**src/rtl/alu_pkg.sv**
```systemverilog
// alu_pkg: shared definitions for the pipelined ALU.
//   - 5-bit opcode encodings (also decoded by the control unit)
//   - divider FSM state encoding
//   - op_is_legal(): true for every opcode the ALU implements
package alu_pkg;

  localparam logic [4:0] OP_ADD  = 5'b00011;
  localparam logic [4:0] OP_SUB  = 5'b00100;
  localparam logic [4:0] OP_SHR  = 5'b00101;
  localparam logic [4:0] OP_SHL  = 5'b00110;
  localparam logic [4:0] OP_ROL  = 5'b01000;
  localparam logic [4:0] OP_AND  = 5'b01001;
  localparam logic [4:0] OP_OR   = 5'b01010;
  localparam logic [4:0] OP_MUL  = 5'b01110;
  localparam logic [4:0] OP_DIV  = 5'b01111;
  localparam logic [4:0] OP_NEG  = 5'b10000;
  localparam logic [4:0] OP_NOT  = 5'b10001;
  localparam logic [4:0] OP_SHRA = 5'b10101;

  typedef enum logic [1:0] {
    IDLE     = 2'd0,
    DIV_RUN  = 2'd1,
    DIV_DONE = 2'd2
  } state_t;

  function automatic logic op_is_legal(input logic [4:0] op);
    case (op)
      OP_ADD, OP_SUB, OP_SHR, OP_SHL, OP_ROL, OP_AND, OP_OR,
      OP_MUL, OP_DIV, OP_NEG, OP_NOT, OP_SHRA: op_is_legal = 1'b1;
      default:                                 op_is_legal = 1'b0;
    endcase
  endfunction

endpackage

```
**src/rtl/alu_pipe_div_iter.sv**
```systemverilog
// div_iter: WIDTH-step restoring divider on unsigned magnitudes.
//   clk       rising-edge clock
//   clear     synchronous active-high reset, abandons a running division
//   start     one-cycle pulse: load operands and perform the first step
//   dividend  unsigned dividend magnitude
//   divisor   unsigned divisor magnitude (non-zero)
//   done      one-cycle pulse, high in the cycle whose edge performs the last step
//   quotient  unsigned quotient, valid after the edge that ends the done pulse
//   remainder unsigned remainder, valid alongside quotient
module div_iter
  import alu_pkg::*;
#(
  parameter int WIDTH = 32
) (
  input  logic             clk,
  input  logic             clear,
  input  logic             start,
  input  logic [WIDTH-1:0] dividend,
  input  logic [WIDTH-1:0] divisor,
  output logic             done,
  output logic [WIDTH-1:0] quotient,
  output logic [WIDTH-1:0] remainder
);

  localparam int CW = $clog2(WIDTH) + 1;
  // The start edge performs step 1, so WIDTH-1 steps remain afterwards.
  localparam logic [CW-1:0] CNT_LOAD = CW'(WIDTH - 1);
  localparam logic [CW-1:0] CNT_ONE  = CW'(1);

  logic [CW-1:0]    cnt;
  logic [WIDTH-1:0] rem_q;
  logic [WIDTH-1:0] quo_q;
  logic [WIDTH-1:0] dvs_q;

  // One restoring step: shift the next dividend bit into the partial
  // remainder, subtract the divisor and keep the difference if non-negative.
  // The partial remainder is always below the divisor, so it fits WIDTH bits.
  function automatic logic [2*WIDTH-1:0] div_step(input logic [WIDTH-1:0] r,
                                                  input logic [WIDTH-1:0] q,
                                                  input logic [WIDTH-1:0] d);
    logic [WIDTH:0] rs;
    logic [WIDTH:0] trial;
    rs    = {r, q[WIDTH-1]};
    trial = rs - {1'b0, d};
    if (trial[WIDTH]) div_step = {rs[WIDTH-1:0], q[WIDTH-2:0], 1'b0};
    else              div_step = {trial[WIDTH-1:0], q[WIDTH-2:0], 1'b1};
  endfunction

  always_ff @(posedge clk) begin
    if (clear)            cnt <= '0;
    else if (start)       cnt <= CNT_LOAD;
    else if (cnt != '0)   cnt <= cnt - CNT_ONE;
  end

  always_ff @(posedge clk) begin
    if (start) begin
      {rem_q, quo_q} <= div_step('0, dividend, divisor);
      dvs_q          <= divisor;
    end else if (cnt != '0) begin
      {rem_q, quo_q} <= div_step(rem_q, quo_q, dvs_q);
    end
  end

  assign done      = (cnt == CNT_ONE);
  assign quotient  = quo_q;
  assign remainder = rem_q;

endmodule

```
**src/rtl/alu_pipe.sv**
```systemverilog
// alu_pipe: two-stage handshaked ALU.
//   clk, clear                 clock and synchronous active-high reset
//   in_valid / in_ready        input handshake for A_reg, B_reg, opcode
//   A_reg, B_reg               operands (B alone for NEG/NOT, B[SHW-1:0] = shift)
//   opcode                     5-bit operation code (see alu_pkg)
//   out_valid / out_ready      output handshake for C_reg and flags
//   C_reg                      2*WIDTH result
//   zero, div_by_zero, illegal_op  flags of the presented result
// Stage 1 holds the accepted op; execute writes the output register when the
// op is complete and the output slot is free. Signed DIV uses div_iter and
// stalls stage 1 for WIDTH iterations plus one sign-fix cycle.
module alu_pipe
  import alu_pkg::*;
#(
  parameter int WIDTH = 32,
  parameter int SHW   = $clog2(WIDTH)
) (
  input  logic               clk,
  input  logic               clear,
  input  logic               in_valid,
  output logic               in_ready,
  input  logic [WIDTH-1:0]   A_reg,
  input  logic [WIDTH-1:0]   B_reg,
  input  logic [4:0]         opcode,
  output logic               out_valid,
  input  logic               out_ready,
  output logic [2*WIDTH-1:0] C_reg,
  output logic               zero,
  output logic               div_by_zero,
  output logic               illegal_op
);

  logic                    vld_p1;
  logic [4:0]              op_p1;
  logic [WIDTH-1:0]        a_p1;
  logic [WIDTH-1:0]        b_p1;
  logic signed [WIDTH-1:0] a_s;
  logic [SHW-1:0]          sh;

  state_t           state;
  logic             slot_free;
  logic             is_div;
  logic             b_zero;
  logic             op_done;
  logic             exec_write;
  logic             div_start;
  logic             div_done;
  logic [WIDTH-1:0] div_q;
  logic [WIDTH-1:0] div_r;

  logic [2*WIDTH-1:0]      res;
  logic                    res_dbz;
  logic                    res_ill;
  logic [2*WIDTH-1:0]      rot_full;
  logic [2*WIDTH-1:0]      prod;
  logic signed [WIDTH-1:0] sra;

  function automatic logic [WIDTH-1:0] mag(input logic signed [WIDTH-1:0] x);
    mag = x[WIDTH-1] ? WIDTH'(-x) : x;
  endfunction

  function automatic logic [WIDTH-1:0] cond_neg(input logic [WIDTH-1:0] x,
                                                input logic             neg);
    cond_neg = neg ? (~x + WIDTH'(1)) : x;
  endfunction

  assign a_s       = a_p1;
  assign sh        = b_p1[SHW-1:0];
  assign slot_free = !out_valid | out_ready;
  assign is_div    = (op_p1 == OP_DIV);
  assign b_zero    = (b_p1 == '0);
  // Everything but a real division completes in its first execute cycle.
  assign op_done    = !is_div | b_zero | (state == DIV_DONE);
  assign exec_write = vld_p1 & op_done & slot_free;
  assign in_ready   = !vld_p1 | (op_done & slot_free);
  assign div_start  = vld_p1 & is_div & !b_zero & (state == IDLE);

  // ---- stage 1: accepted operands and opcode ----
  always_ff @(posedge clk) begin
    if (clear)                     vld_p1 <= 1'b0;
    else if (in_valid & in_ready)  vld_p1 <= 1'b1;
    else if (exec_write)           vld_p1 <= 1'b0;
  end

  always_ff @(posedge clk) begin
    if (in_valid & in_ready) begin
      a_p1  <= A_reg;
      b_p1  <= B_reg;
      op_p1 <= opcode;
    end
  end

  always_ff @(posedge clk) begin
    if (clear) begin
      state <= IDLE;
    end else begin
      case (state)
        IDLE:     if (div_start) state <= DIV_RUN;
        DIV_RUN:  if (div_done)  state <= DIV_DONE;
        DIV_DONE: if (slot_free) state <= IDLE;
        default:                 state <= IDLE;
      endcase
    end
  end

  div_iter #(.WIDTH(WIDTH)) u_div (
    .clk       (clk),
    .clear     (clear),
    .start     (div_start),
    .dividend  (mag(a_p1)),
    .divisor   (mag(b_p1)),
    .done      (div_done),
    .quotient  (div_q),
    .remainder (div_r)
  );

  // ---- execute: combinational result for the op in stage 1 ----
  always_comb begin
    res      = '0;
    res_dbz  = 1'b0;
    res_ill  = !op_is_legal(op_p1);
    rot_full = {a_p1, a_p1} << sh;
    prod     = {{WIDTH{a_p1[WIDTH-1]}}, a_p1} * {{WIDTH{b_p1[WIDTH-1]}}, b_p1};
    sra      = a_s >>> sh;
    case (op_p1)
      OP_ADD:  res = {{WIDTH{1'b0}}, a_p1 + b_p1};
      OP_SUB:  res = {{WIDTH{1'b0}}, a_p1 - b_p1};
      OP_SHR:  res = {{WIDTH{1'b0}}, a_p1 >> sh};
      OP_SHL:  res = {{WIDTH{1'b0}}, a_p1 << sh};
      OP_ROL:  res = {{WIDTH{1'b0}}, rot_full[2*WIDTH-1:WIDTH]};
      OP_AND:  res = {{WIDTH{1'b0}}, a_p1 & b_p1};
      OP_OR:   res = {{WIDTH{1'b0}}, a_p1 | b_p1};
      OP_MUL:  res = prod;
      OP_NEG:  res = {{WIDTH{1'b0}}, ~b_p1 + WIDTH'(1)};
      OP_NOT:  res = {{WIDTH{1'b0}}, ~b_p1};
      OP_SHRA: res = {{WIDTH{1'b0}}, sra};
      OP_DIV: begin
        if (b_zero) begin
          res     = {a_p1, {WIDTH{1'b1}}};
          res_dbz = 1'b1;
        end else begin
          // Remainder follows the sign of A; quotient is negative when signs differ.
          res = {cond_neg(div_r, a_p1[WIDTH-1]),
                 cond_neg(div_q, a_p1[WIDTH-1] ^ b_p1[WIDTH-1])};
        end
      end
      default: res = '0;
    endcase
  end

  // ---- stage 2: output register ----
  always_ff @(posedge clk) begin
    if (clear) begin
      out_valid   <= 1'b0;
      C_reg       <= '0;
      zero        <= 1'b0;
      div_by_zero <= 1'b0;
      illegal_op  <= 1'b0;
    end else if (exec_write) begin
      out_valid   <= 1'b1;
      C_reg       <= res;
      zero        <= (res == '0);
      div_by_zero <= res_dbz;
      illegal_op  <= res_ill;
    end else if (out_ready) begin
      out_valid   <= 1'b0;
    end
  end

endmodule

```
**config.mk**
```make
export PLATFORM = sky130hd
export DESIGN_NAME = alu_pipe
export DESIGN_NICKNAME = d
export VERILOG_FILES = /design/src/rtl/alu_pkg.sv /design/src/rtl/alu_pipe_div_iter.sv /design/src/rtl/alu_pipe.sv
export SDC_FILE = /design/constraint.sdc
export NUM_CORES = 2
export LEC_CHECK = 0
export ABC_AREA = 1
export CORE_MARGIN = 2
export CORE_UTILIZATION = 31
export DETAILED_ROUTE_END_ITERATION = 8
export GPL_ROUTABILITY_DRIVEN = 0
export MAX_ROUTING_LAYER = met4
export SLEW_MARGIN = 10
export SYNTH_ARGS = -nofsm -noshare
export SYNTH_HDL_FRONTEND = slang
export SYNTH_HIERARCHICAL = 1
export SYNTH_SLANG_ARGS = --single-unit
```
**constraint.sdc**
```tcl
create_clock -name clk -period 10.7 [get_ports clk]
set_input_delay 3.21 -clock clk [delete_from_list [all_inputs] [get_ports clk]]
set_output_delay 3.21 -clock clk [all_outputs]
set_load 0.05 [all_outputs]
```
# == After elaboration in Yosys (flattened, before gate mapping) ==
# Memory sizes are Yosys's and may differ from the RTL's. A register that Yosys moved wholly into a read port is not among the register bits.
# Cells that the tools add are included.
# totals
mem_bits_ro,32
regBits,242
in_bits,73
output_inout_bits,69
word_cells,105
n_memories,1
# classes
mux,25
n_mul,1
reduce_logical,14
add_sub_neg,10
n_bitwise,17
shift,4
eq_ne,18
# memory_table
name,words,width,read_ports,rd_ports_with_merged_regs,write_ports,line,rtl
(name not given),32,1,1,1,0,alu_pkg.sv:27,case (op)
# op_table
op,n
64-bit case mux with 12 select lines,1
32-bit 2-to-1 mux,8
64-bit 2-to-1 mux,3
"32-bit by 1-bit adder with 32-bit output, second input constant",3
32-bit NOT,3
64-bit logical NOT,1
32-bit by 32-bit multiplier with 64-bit output,1
32-bit negator,2
64-bit by 5-bit left shift with 64-bit output,1
1-bit by 32-bit subtractor with 33-bit output,1
33-bit by 32-bit subtractor with 33-bit output,1
32-bit adder,1
32-bit AND,1
32-bit logical NOT,1
32-bit bitwise OR,1
32-bit by 5-bit left shift with 32-bit output,1
32-bit by 5-bit right shift with 32-bit output,1
32-bit by 5-bit >>> shifter with 32-bit output,1
32-bit subtractor,1
"5-bit by 4-bit == test with 1-bit output, second input constant",5
"5-bit by 3-bit == test with 1-bit output, second input constant",3
"5-bit == test, second input constant",3
5-bit 2-to-1 mux,3
1-bit AND,7
17 further kinds,35

# == Logic depth before layout (Yosys ltp) ==
# logic_depth
ltp_word,8
ltp_mapped,43

# == By module ==
# The synthesis kept the hierarchy.
# modules_own_cells
mod,seq_area_each_um2,instances,cells_per_inst,area_each_um2
alu_pipe,3513.4,1,8469,57488.9
div_iter,3002.9,1,946,6962.9

# == Worst setup path after synthesis ==
# Ideal clock, no wire load.
# synth_timing
path_type,flip-flop to flip-flop
start,reg a_p1[31]
end,reg zero
path_stages_with_launch,41
t_arrival_ns,8.447
setup_slack_ns,2.186
synth_period_minus_slack_ns,8.514
cell_sequence,edfxtp_1 buf_2 clkbuf_1 clkbuf_1 buf_2 buf_1 nand2_1 inv_1 fa_1 inv_1 fa_1 inv_1 fa_1 fa_1 inv_1 fa_1 inv_1 fa_1 [... 5 more ...] nand2_1 nor2_1 inv_1 nor2_1 inv_1 nor4_1 nand2_1 nand2_1 nand2_1 nand3_1 nand2_1 nor2_1 nand2_1 nor2_1 nand2_1 nor2_1 nand3_1 a21oi_2
# synth_between
elab_chain_cells,5
# synth_lines
element,line,rtl
from (decl),alu_pipe.sv:35,logic [WIDTH-1:0] a_p1;
from (signal assigned),alu_pipe.sv:87,a_p1 <= A_reg;
branches (longest 3 deep; another with 32-bit by 32-bit multiplier with 64-bit output),--,
64-bit case mux with 12 select lines *,alu_pipe.sv:125,case (op_p1)
64-bit logical NOT *,alu_pipe.sv:162,zero <= (res == '0);
to (signal assigned),alu_pipe.sv:162,
to (decl),alu_pipe.sv:28,"output logic zero,"
# Mark *: on every way between the ends.
# A chain may end at the register's enable or synchronous reset.

# == Final worst setup path ==
# Ends and elaborated chain as after synthesis.

==> flow_metrics.py <==
metrics = {
    "floorplanning": {
        "die_x_um": 460,
        "floorplan.core_area_um2": 207000,
        "die_h_um": 460,
        "design.die.area_um2": 212000,
        "pin_count": 142,
        "placementRows": 167,
        "initial_core_util_pct": 31.2,
    },
    "synth": {
        "post-synth-top-area-cell": "fa_1",
        "synth.avg_cell_area_um2": 6.85,
        "async_flop_share_pct": 0,
        "dominantRegCellSynth": "edfxtp_1",
        "synth_top_area_share_pct": 33.7,
        "synthCells": 9415,
        "yosys_warnings": 6,
        "ys_seq_area_share_pct": 10.1,
        "yosys-top-cells-area": "fa_1 34%, nand2_1 17%, inv_1 12%, edfxtp_1 7.7%, nand3_1 5.6%",
        "synth_cell_types": 60,
        "syn_area_um2": 64500,
        "ys_seq_elements": 243,
        "syn_nets": 10800,
        "synth-edff-count": 165,
    },
    "clock_network": {
        "cts_tree": "done",
        "ctsHoldBuffers": 0,
        "cts_post_setup_buffers_inserted": 0,
        "cts_buffers": 36,
        "clk_path_buf_depth": 3,
        "clkSinkCount": 243,
        "path_clk_slew_ns": 0.07,
        "post_cts_resized": 0,
        "ctsHtreeMaxLevel": 2,
        "clock_latency_ns": 0.66,
        "cts-root-buf": "clkbuf_16",
    },
    "worst_setup_path": {
        "critPathTopFamily": "adder cells",
        "cpPeakStageDelay_ns": 0.95,
        "cp_common_cell": "fa_1",
        "start_kind": "flip-flop",
        "required_ns": 11.29,
        "worstPathArrival_ns": 10.29,
        "worstSetupPathType": "flip-flop to flip-flop",
        "path_buf_inv": 4,
        "critPathMaxFanout": 15,
        "crit_slowest_cell": "edfxtp_1",
        "crit_path_end_kind": "flip-flop",
    },
    "detailed_routing": {
        "wl_per_cell_um": 21.6,
        "drt-initial-drc-count": 8338,
        "finalWirelength_um": 260000,
        "drc_errors": 34,
        "dr.pass1.iters": 9,
        "antenna_left": 0,
        "vias": 62700,
        "viasPerCell": 5.20,
    },
    "timing": {
        "period_minus_slack_ns": 9.70,
        "setup_viol": 0,
        "worstMarginPinSlew_ns": 1.31,
        "finalHoldViolCount": 0,
        "rsz0062_at_grt": "no",
        "setup-tns-final_ns": 0,
        "fmax_mhz": 103,
        "relSlewSlack_pct": 12.4,
        "skew_ns": 0.0471,
        "slew_viol_final": 0,
        "finalCritPeriodShare_pct": 90.7,
    },
    "run_status": {
        "status": "complete, but fails checks",
        "violations": "design-rule violations",
    },
    "min_path": {
        "hp-class": "flip-flop to flip-flop",
    },
    "final_layout": {
        "drive_gt1_share_pct": 3.50,
        "fillers": 22100,
        "multiInputGateArea_um2": 48100,
        "nets": 10700,
        "largest_register_ffs": 64,
        "area_growth_pct": 8.37,
        "seqCellArea_um2": 6520,
    },
    "global_route": {
        "use_met2_pct": 35.8,
        "grt-busiest-layer": "met2",
        "globalRouteMet3Util_pct": 7.81,
        "grt_first_pass_wirelength_um": 387000,
        "grt-ovfl-total": 0,
        "grt_use_total_pct": 25.0,
        "grt_pass1_vias": 61500,
        "grt_max_degree": 103,
        "antenna_found_initial": 15,
        "use_met1_pct": 31.4,
    },
    "run": {
        "drv_cap": 0,
    },
    "placed_design": {
        "port_buffers": 141,
        "hpwl_um": 210000,
    },
}
routing by layer:
| layer | routed length [um] | share of wire, % | up-vias |
|---|---|---|---|
| li1 | - | - | 27700 |
| met1 | 99900 | 38 | 30000 |
| met2 | 107000 | 41 | 3953 |
| met3 | 35200 | 14 | 931 |
| met4 | 18100 | 7.0 | 0 |
| met5 | 0 | 0 | - |
synthesized netlist by cell type, types with 25 or more instances:
| master | instances |
|---|---|
| fa_1 | 1084 |
| xor2_1 | 74 |
| nand3_1 | 723 |
| a21oi_1 | 176 |
| nand2_1 | 2924 |
| buf_2 | 58 |
| o21ai_0 | 274 |
| o21bai_1 | 60 |
| edfxtp_1 | 165 |
| clkbuf_1 | 196 |
| dfxtp_1 | 78 |
| nand4_1 | 75 |
| o21ai_1 | 37 |
| nor2_1 | 643 |
| inv_1 | 2124 |
| xnor2_1 | 31 |
| nor3_1 | 25 |
| inv_2 | 28 |
| ha_1 | 263 |
| buf_1 | 138 |
worst reg2reg max path: cells and delay by family (launching register included):
kind / cells / cell delay, ns
fa+ha+maj: 9 / 4.88
simple gates: 16 / 2.70
buf+inv: 4 / 0.97
flops: 1 / 0.95
compound gates: 1 / 0.15
cell usage in the layout, fill, tap and decap left out, drive strengths merged, types with 5 or more instances in the layout:
cell type and n:
nand2 2949, inv 2158, fa 1084, nand3 735
nor2 663, o21ai 314, ha 263, a21oi 186
edfxtp 165, clkdlybuf4s50 141, buf 133, dfxtp 78
nand4 75, xor2 74, o21bai 60, clkbuf 39
nor3 32, xnor2 31, o211ai 27, nand3b 22
o22ai 19, diode 16, clkinv 15, nor4 14
or2 14, bufinv 6, and2 5
kinds of logic after synthesis:
kind of cell | after synthesis | synth area share (%)
buffers and inverters | 2572 | 15.3
adders and majority gates | 1347 | 38.8
DFF | 243 | 10.1
AOI/OAI and AO/OA | 632 | 5.52
xor gates and xnor gates | 105 | 1.43
and+or+nand+nor | 4516 | 28.8
area by class of cell:
class                           count  area share [%]
Multi-Input combinational cell   6600            68.8
Clock inverter                     26           0.554
Timing Repair Buffer              274            3.49
Antenna cell                       16          0.0573
Tap cell                         2704            4.84
Clock buffer                       39            1.31
Inverter                         2157            11.6
Sequential cell                   243            9.33
worst paths after layout:
kind                                 from    endpoint  slack, ns  cells after the start
worst max-delay path             a_p1[31]        zero        1.0                     30
worst min-delay path            flip-flop  illegal_op       0.40                      1
worst max register to register   a_p1[31]        zero        1.0                     30
worst min register to register  flip-flop  illegal_op       0.40                      1
per-stage QoR:
step                hold WS (ns)  worst slack (ns)  instance area, um^2  std cells  utilization [%]
finish                     0.405             0.997                69800      12100             33.8
global route               0.426             0.640                69800      12100             33.8
CTS                        0.406              1.21                69800      12000             33.7
detailed placement         0.401              1.21                68500      12000             33.1
global placement           0.389              1.36                68500      12000             33.1
floorplan                  0.383              2.19                64500       9415                -
Power is not shown: default switching activity piles up to over one toggle a cycle in this logic, so the estimate is an artifact.
